[src/rtl/btb_pkg.sv]
// Shared constants for the branch target buffer: 2-bit counter encodings,
// default geometry and a saturating statistics increment.
package btb_pkg;

  localparam int BTB_AW      = 12;
  localparam int BTB_ENTRIES = 16;

  localparam logic [1:0] CTR_SNT = 2'b00;
  localparam logic [1:0] CTR_WNT = 2'b01;
  localparam logic [1:0] CTR_WT  = 2'b10;
  localparam logic [1:0] CTR_ST  = 2'b11;

  function automatic logic [15:0] sat_inc16(input logic [15:0] v, input logic inc);
    logic [15:0] r;
    if (inc && (v != 16'hFFFF)) begin
      r = v + 16'd1;
    end else begin
      r = v;
    end
    return r;
  endfunction

endpackage

[src/rtl/sat_ctr2.sv]
// Next-state logic for a 2-bit saturating branch direction counter.
module sat_ctr2
  import btb_pkg::*;
(
  input  logic [1:0] ctr,
  input  logic       taken,
  output logic [1:0] next_ctr
);

  // Step toward strongly-taken or strongly-not-taken, holding at the ends.
  always_comb begin
    next_ctr = CTR_SNT;
    case (ctr)
      CTR_SNT: next_ctr = taken ? CTR_WNT : CTR_SNT;
      CTR_WNT: next_ctr = taken ? CTR_WT  : CTR_SNT;
      CTR_WT:  next_ctr = taken ? CTR_ST  : CTR_WNT;
      CTR_ST:  next_ctr = taken ? CTR_ST  : CTR_WT;
      default: next_ctr = CTR_SNT;
    endcase
  end

endmodule

[src/rtl/btb_predictor.sv]
// Direct-mapped branch target buffer with 2-bit direction counters and
// saturating branch / mispredict statistics.
module btb_predictor
  import btb_pkg::*;
#(
  parameter int ENTRIES = BTB_ENTRIES,
  parameter int AW      = BTB_AW
) (
  input  logic          CLK,
  input  logic          RSTn,
  input  logic [AW-1:0] IF_PC,
  output logic          pred_valid,
  output logic          pred_taken,
  output logic [AW-1:0] pred_target,
  input  logic          upd_en,
  input  logic [AW-1:0] upd_pc,
  input  logic          upd_taken,
  input  logic [AW-1:0] upd_target,
  input  logic          upd_pred_valid,
  input  logic          upd_pred_taken,
  output logic [15:0]   stat_branches,
  output logic [15:0]   stat_mispredicts
);

  localparam int IDX = $clog2(ENTRIES);
  localparam int TW  = AW - IDX - 2;

  logic [ENTRIES-1:0] valid_q, valid_d;
  logic [1:0]         ctr_q [ENTRIES];
  logic [1:0]         ctr_d [ENTRIES];
  logic [TW-1:0]      tag_q [ENTRIES];
  logic [AW-1:0]      tgt_q [ENTRIES];
  logic [15:0]        branches_q, branches_d;
  logic [15:0]        mispredicts_q, mispredicts_d;

  logic [IDX-1:0] if_idx, upd_idx;
  logic [TW-1:0]  if_tag, upd_tag;
  logic           if_hit, upd_hit, mispredict;
  logic [1:0]     ctr_step;
  logic           unused_pc_bits;

  assign if_idx  = IF_PC[IDX+1:2];
  assign if_tag  = IF_PC[AW-1:IDX+2];
  assign upd_idx = upd_pc[IDX+1:2];
  assign upd_tag = upd_pc[AW-1:IDX+2];
  assign unused_pc_bits = ^{IF_PC[1:0], upd_pc[1:0]};

  assign if_hit  = valid_q[if_idx]  && (tag_q[if_idx]  == if_tag);
  assign upd_hit = valid_q[upd_idx] && (tag_q[upd_idx] == upd_tag);
  assign mispredict = (~upd_pred_valid & upd_taken) |
                      (upd_pred_valid & (upd_pred_taken != upd_taken));

  sat_ctr2 u_sat_ctr2 (
    .ctr      (ctr_q[upd_idx]),
    .taken    (upd_taken),
    .next_ctr (ctr_step)
  );

  // Fetch-side lookup reads registered state only, so a same-cycle update is not bypassed.
  always_comb begin
    pred_valid  = if_hit;
    pred_taken  = 1'b0;
    pred_target = {AW{1'b0}};
    if (if_hit) begin
      pred_taken  = ctr_q[if_idx][1];
      pred_target = tgt_q[if_idx];
    end else begin
      pred_taken  = 1'b0;
      pred_target = {AW{1'b0}};
    end
  end

  // Resolution: step counter on hit, allocate at weakly-taken on a taken miss.
  always_comb begin
    valid_d       = valid_q;
    ctr_d         = ctr_q;
    branches_d    = sat_inc16(branches_q, upd_en);
    mispredicts_d = sat_inc16(mispredicts_q, upd_en & mispredict);
    if (upd_en && upd_hit) begin
      ctr_d[upd_idx] = ctr_step;
    end else if (upd_en && upd_taken) begin
      valid_d[upd_idx] = 1'b1;
      ctr_d[upd_idx]   = CTR_WT;
    end else begin
      valid_d = valid_q;
      ctr_d   = ctr_q;
    end
  end

  // Valid bits, counters and statistics; synchronous active-low reset.
  always_ff @(posedge CLK) begin
    if (!RSTn) begin
      valid_q       <= {ENTRIES{1'b0}};
      branches_q    <= 16'd0;
      mispredicts_q <= 16'd0;
      for (int i = 0; i < ENTRIES; i++) begin
        ctr_q[i] <= CTR_SNT;
      end
    end else begin
      valid_q       <= valid_d;
      ctr_q         <= ctr_d;
      branches_q    <= branches_d;
      mispredicts_q <= mispredicts_d;
    end
  end

  // Tag/target storage is unreset; a taken resolution rewrites both (tag is unchanged on a hit).
  always_ff @(posedge CLK) begin
    if (RSTn && upd_en && upd_taken) begin
      tag_q[upd_idx] <= upd_tag;
      tgt_q[upd_idx] <= upd_target;
    end
  end

  assign stat_branches    = branches_q;
  assign stat_mispredicts = mispredicts_q;

endmodule

[config.mk]
export PLATFORM = sky130hd
export DESIGN_NAME = btb_predictor
export DESIGN_NICKNAME = d
export VERILOG_FILES = /design/src/rtl/btb_pkg.sv /design/src/rtl/sat_ctr2.sv /design/src/rtl/btb_predictor.sv
export SDC_FILE = /design/constraint.sdc
export NUM_CORES = 1
export LEC_CHECK = 0
export CORE_MARGIN = 3
export CORE_UTILIZATION = 35
export DETAILED_ROUTE_END_ITERATION = 6
export DONT_BUFFER_PORTS = 1
export PLACE_DENSITY = 0.53
export RECOVER_POWER = 50
export SETUP_SLACK_MARGIN = 0.2
export SLEW_MARGIN = 40
export SYNTH_ARGS = -nofsm -noshare
export SYNTH_HDL_FRONTEND = slang
export SYNTH_SLANG_ARGS = --single-unit
[constraint.sdc]
create_clock -name CLK -period 7 [get_ports CLK]
set_input_delay 0.7 -clock CLK [delete_from_list [all_inputs] [get_ports CLK]]
set_output_delay 0.7 -clock CLK [all_outputs]
set_load 0.03 [all_outputs]
# After elaboration in Yosys (flattened, before gate mapping)
# Memory sizes are Yosys's and may differ from the RTL's.
# Cells that the tools add are included.
# word_totals
n_memories	2
ff_bits	80
out_inout_bits	46
elab_cells	88
ram_bits	288
input_bits	42
# classes
order_cmp	6
reduce_logical	13
add_sub_neg	2
muxes	26
eq_ne	8
bitwise	12
# memory_table
name	depth	word_bits	read_ports	rd_clocked_by_memory_dff	wr	line_no	text
tgt_q	16	12	1	0	1	btb_predictor.sv:32	logic [AW-1:0] tgt_q [ENTRIES];
tag_q	16	6	2	0	1	btb_predictor.sv:31	logic [TW-1:0] tag_q [ENTRIES];
# op_table
operator	n
2-to-1 mux 32 bit	2
adder 16 x 1 -> 16 bit, second input constant	2
bitwise mux 32 bit	1
!= test 16 bit, second input constant	2
OR 16 bit	2
bitwise AND 16 bit	1
binary-select mux 2 bit (select 4 bit)	2
inverter 16 bit	1
2-to-1 mux 2 bit	7
equality test 6 bit	2
2-to-1 mux 12 bit	1
greater-or-equal comparator 5 bit, second input constant	2
logical AND 1 bit	10
less-than comparator 4 x 5 -> 1 bit, second input constant	2
inverter 4 -> 5 bit	2
binary-select mux 1 bit (select 4 bit)	2
demux 2 bit (select 4 bit)	1
2-to-1 mux 1 bit	8
one-hot mux 2 bit (4 select lines)	1
less-than comparator 5 x 1 -> 1 bit, second input constant	1
demux 1 bit (select 4 bit)	1
equality test 2 bit, second input constant	2
greater-or-equal comparator 4 x 1 -> 1 bit, second input constant	1
bitwise AND 1 bit	3
7 further kinds	8

# Longest topological paths before layout
# depth
ltp_word	9
ltp_mapped	12
depth_no_buf	7

# Modules after synthesis
# Synthesis repeated with hierarchy kept, for this count alone.
# unflattened
hier_cells	1030
hier_area_um2	16438.3
# modules_own_cells
module	cells_per_inst	seq_area_each_um2	area_per_inst_um2	n_inst
btb_predictor	1027	10249.8	16412.0	1
sat_ctr2	3	0.0	26.3	1

# Least setup slack after synthesis
# No wires, ideal clock.
# synth_timing
path_type	input-to-output
startpoint	input port IF_PC[2]
endpoint	output port pred_target[10]
slack_ns	2.884
required_ns	6.300
path_stages	8
n_path_buf	3
arrival_ns	3.416
cell_sequence	buf_6 -> buf_2 -> mux4_2 -> mux4_2 -> xor2_1 -> or4_4 -> buf_2 -> nor2b_1
# synth_via
elab_chain_cells	4
elab_cells_between_ends	7
classes_between	eq/ne (1); mux (3); reduce/logical (1); memory (2)
# synth_lines
item	line_no	text
from (decl)	btb_predictor.sv:11	input logic [AW-1:0] IF_PC,
memory (16 x 6 bit) / binary-select mux 1 bit (select 4 bit) (equally long branches)	-	
equality test 6 bit / 2-to-1 mux 1 bit (equally long branches)	btb_predictor.sv:48	assign if_hit = valid_q[if_idx] && (tag_q[if_idx] == if_tag);
logical AND 1 bit	btb_predictor.sv:48	
2-to-1 mux 12 bit *	btb_predictor.sv:64	if (if_hit) begin
to (decl)	btb_predictor.sv:14	output logic [AW-1:0] pred_target,
# Mark *: on every way between the ends. The rest lies on a longest branch, timed or not. The select of a mux whose other input is x is not followed.

# Worst setup path in the final report
# layout_timing
startpoint	input port upd_taken
endpoint	memory tag_q[9][2] (netlist bit), enable pin
# layout_via
elab_chain_cells	3
# layout_lines
item	line_no	text
from (decl)	btb_predictor.sv:17	input logic upd_taken,
logical AND 1 bit	btb_predictor.sv:109	if (RSTn && upd_en && upd_taken) begin
2-to-1 mux 1 bit	btb_predictor.sv:109	
2-to-1 mux 1 bit (implied by the code)	btb_predictor.sv:110	tag_q[upd_idx] <= upd_tag;
to (decl)	btb_predictor.sv:31	
# Every way passes these cells.

==> impl_metrics.toml <==
[global_route]
met2_usage = 0.2717
grt_use_met3 = 0.04210
grt_pass1_vias = 9187
grt_pass1_wl_um = 61130
grt_use_met1 = 0.2219
grt_max_degree = 81
antenna_found_initial = 0
grt.total_usage = 0.1658
grt.overflow.total = 0
busiest_layer = "met2"

[route]
vias = 8892
first_pass_iters = 5
drtAntennaViolNets = 0
drc_errors = 0
first_iter_violations = 578
routed_wl_um = 40610
via_per_inst = 5.575
wl_per_cell_um = 25.46

[floorplanning]
die_w_um = 221.6
rows = 78
die_h_um = 221.6
design.die.area_mm2 = 0.04909
coreArea_mm2 = 0.04567
initial_core_util = 0.3561
io_pins = 88

[yosys]
synth_simple_gate_area_frac = 0.07016
yosys.area_share.adder = 0.002154
ys_seq_elements = 368
seq_area_frac_synth = 0.6303
synth_top_area_cell = "edfxtp_1"
synth_top_family_by_area = "multiplexers"
synth_edf_count = 288
syn_avg_cell_area_um2 = 16.78
synth_warnings = 0
ys_types = 57
synth_compound_area_frac = 0.06093
syn_area_mm2 = 0.01626
synth-xor-area-share = 0.01993
synth.area.mux_share = 0.1946
netlist_top_cells_area = "edfxtp_1 (53%), mux4_2 (18%), dfxtp_1 (9.8%)"
synthFlopType = "edfxtp_1"
postSynthCellCount = 969
yosys.area.top_type_share = 0.5318
async_reset_ff_frac = 0
syn_nets = 1013

[worst_setup_path]
reg2reg_depth = 7
cp-end-kind = "register"
r2r_slack_ns = 3.61
crit-reg2reg-launch = "tag_q[5][4]"
cp_slowest_cell = "nor2_1"
worstPathCellList = "and2_1, clkbuf_1, nand2_1, nor2_1, buf_4"
start_kind = "input pin"
crit_required_ns = 7.24
r2r_end = "ctr_q[22]"
slowest_delay_ns = 1.33
worst-setup-path-type = "in -> reg"
arrival_ns = 4.85
cp_max_fo = 34

[sta]
setup_viol = 0
finalCriticalPeriod_ns = 4.611
finalHoldViolCount = 0
relSlewSlack = -0.2337
maxSlewViolCount = 54
timing.setup.tns_ns = 0
finalCritPeriodShare = 0.6587
max_freq_ghz = 0.2169
fin_worst_skew_ns = 0.02052
worst_pin_slew_ns = 1.850
rsz0062_at_grt = "false"

[final_layout]
drive_gt1_frac = 0.2573
utilization = 0.3962
seq_area_mm2 = 0.01025
syn_to_final_growth_pct = 11.26
filler_cell_count = 4185
num_antenna_cells = 0
final_nets = 1014
multi_input_area_mm2 = 0.005715

[clock_network]
post_cts_buffers = 0
cts_root_buf = "clkbuf_16"
cts_resized = 0
clk_pin_slew_worst_paths_ns = 0.06
cts.sinks = 368
clock_path_buffers = 3
htree_levels = 2
holdBufCountCts = 0
cts_tree = "yes"
cts_buffers = 40
clock_insertion_delay_worst_skew_ns = 0.56

[place]
dp_hpwl_um = 22890
numPortBuffers = 0
gp_congestion = 0.7358

[hold_path]
min_from = "upd_target[0]"
hold_path_end = "tgt_q[14][0]"
whs_path_depth = 0
min_path_type = "in -> reg"

[run_status]
violations = "max-capacitance violations, max-slew violations"
status = "finished, violations left"

[power]
p_per_area_mw_per_mm2 = 250.5
p_leak_nw = 5.496
ir_drop_uv = 186.5

[run]
cap_violations = 2
## metrics by stage
stage	total power [W]	std cells	cell area, um2	hold WS [ns]	setup WS (ns)
2_1_floorplan	0.002617	969	16260	0.4362	2.884
3_3_place_gp	0.002618	1528	16880	0.4541	2.763
3_5_place_dp	0.002620	1528	16920	0.4583	2.755
4_1_cts	0.004597	1595	18120	0.1831	2.536
5_1_grt	0.004690	1595	18090	0.1876	2.182
6_report	0.004533	1595	18090	0.2264	2.389
## cells in the mapped netlist, types with 2 or more instances
library cell  count
xnor2_1          20
or4_1             6
mux4_2          132
buf_2            16
and2_1            4
a221oi_1          2
nor2b_1          18
or4_4            11
buf_1             3
inv_1             7
clkbuf_1         32
or3_1             6
nand2b_1          4
nand3_1          10
o21ai_0          25
mux2i_1          18
a21oi_1          43
nor4_1            2
nand4_1           6
buf_6             9
edfxtp_1        288
o2bb2ai_2        10
xor2_1           17
a221oi_2         16
ha_1              2
nor2_1           59
and4_1            6
nor3_1            8
o2bb2ai_1         6
and3_1            6
nand2_1          68
buf_4             2
a221o_1           2
a22o_1            2
dfxtp_1          80
a211oi_1          2
## report_power, final
part           switching, W  internal, W
Combinational     0.0000860     0.000104
Clock              0.000847      0.00111
Sequential        0.0000117      0.00237
## worst max-delay path: cells and delay by family
kind / cells / cell delay (ns)
AND/OR/NAND/NOR: 3 / 2.45
buffers and inverters: 2 / 1.65
## flip-flops by register name, indices dropped and copies added (netlist names)
signal / flops
ctr_q: 32
stat_mispredicts: 16
tgt_q: 192
stat_branches: 16
tag_q: 96
valid_q: 16
## routing by layer
layer,vias to the layer above,wire (um)
met3,64,2499
met5,-,0
met2,231,19440
li1,3925,-
met1,4672,17850
met4,0,820
## cell type report
class	count	share of cell area
sequential	368	0.5664
multi-input combinational	531	0.3159
clock buffer	53	0.05919
tap	600	0.04149
timing repair buffer	21	0.008298
clock inverter	14	0.007053
inverter	8	0.001660
## cell families (layout without fill, tap and decap cells)
family / after synthesis / after routing
buf+inv: 70 / 96
flops: 368 / 368
fa+ha+maj: 3 / 3
mux: 151 / 151
xor+xnor: 37 / 37
compound gates: 121 / 121
simple gates: 219 / 219
## cell usage in the layout, fill, tap and decap left out, types with 6 or more instances in the layout
cell       synthesis  routed
edfxtp_1         288     288
mux4_2           132     132
dfxtp_1           80      80
nand2_1           68      68
nor2_1            59      47
a21oi_1           43      43
clkbuf_16          0      41
o21ai_0           25      25
xnor2_1           20      20
buf_4              2      19
mux2i_1           18      18
nor2b_1           18      18
xor2_1            17      17
a221oi_2          16      16
clkbuf_1          32      14
or4_4             11      11
nand3_1           10      10
o2bb2ai_2         10      10
nor2_2             0       8
clkinv_1           1       8
nor3_1             8       8
nand4_1            6       6
inv_1              7       6
and4_1             6       6
and3_1             6       6
or3_1              6       6
or4_1              6       6
o2bb2ai_1          6       6
## worst max-delay path by stage
stage / startpoint / to / slack [ns] / cells past startpoint
final: upd_taken / tag_q[9][2] / 2.39 / 5
after global routing: upd_taken / tag_q[9][2] / 2.18 / 5
after CTS: tag_q[11][2] / pred_target[0] / 2.54 / 6
after detailed placement: IF_PC[2] / pred_target[0] / 2.75 / 6
after global placement: IF_PC[2] / pred_taken / 2.76 / 6
after floorplan: IF_PC[2] / pred_target[10] / 2.88 / 8
No activity file was read; power rests on OpenSTA's default activity.
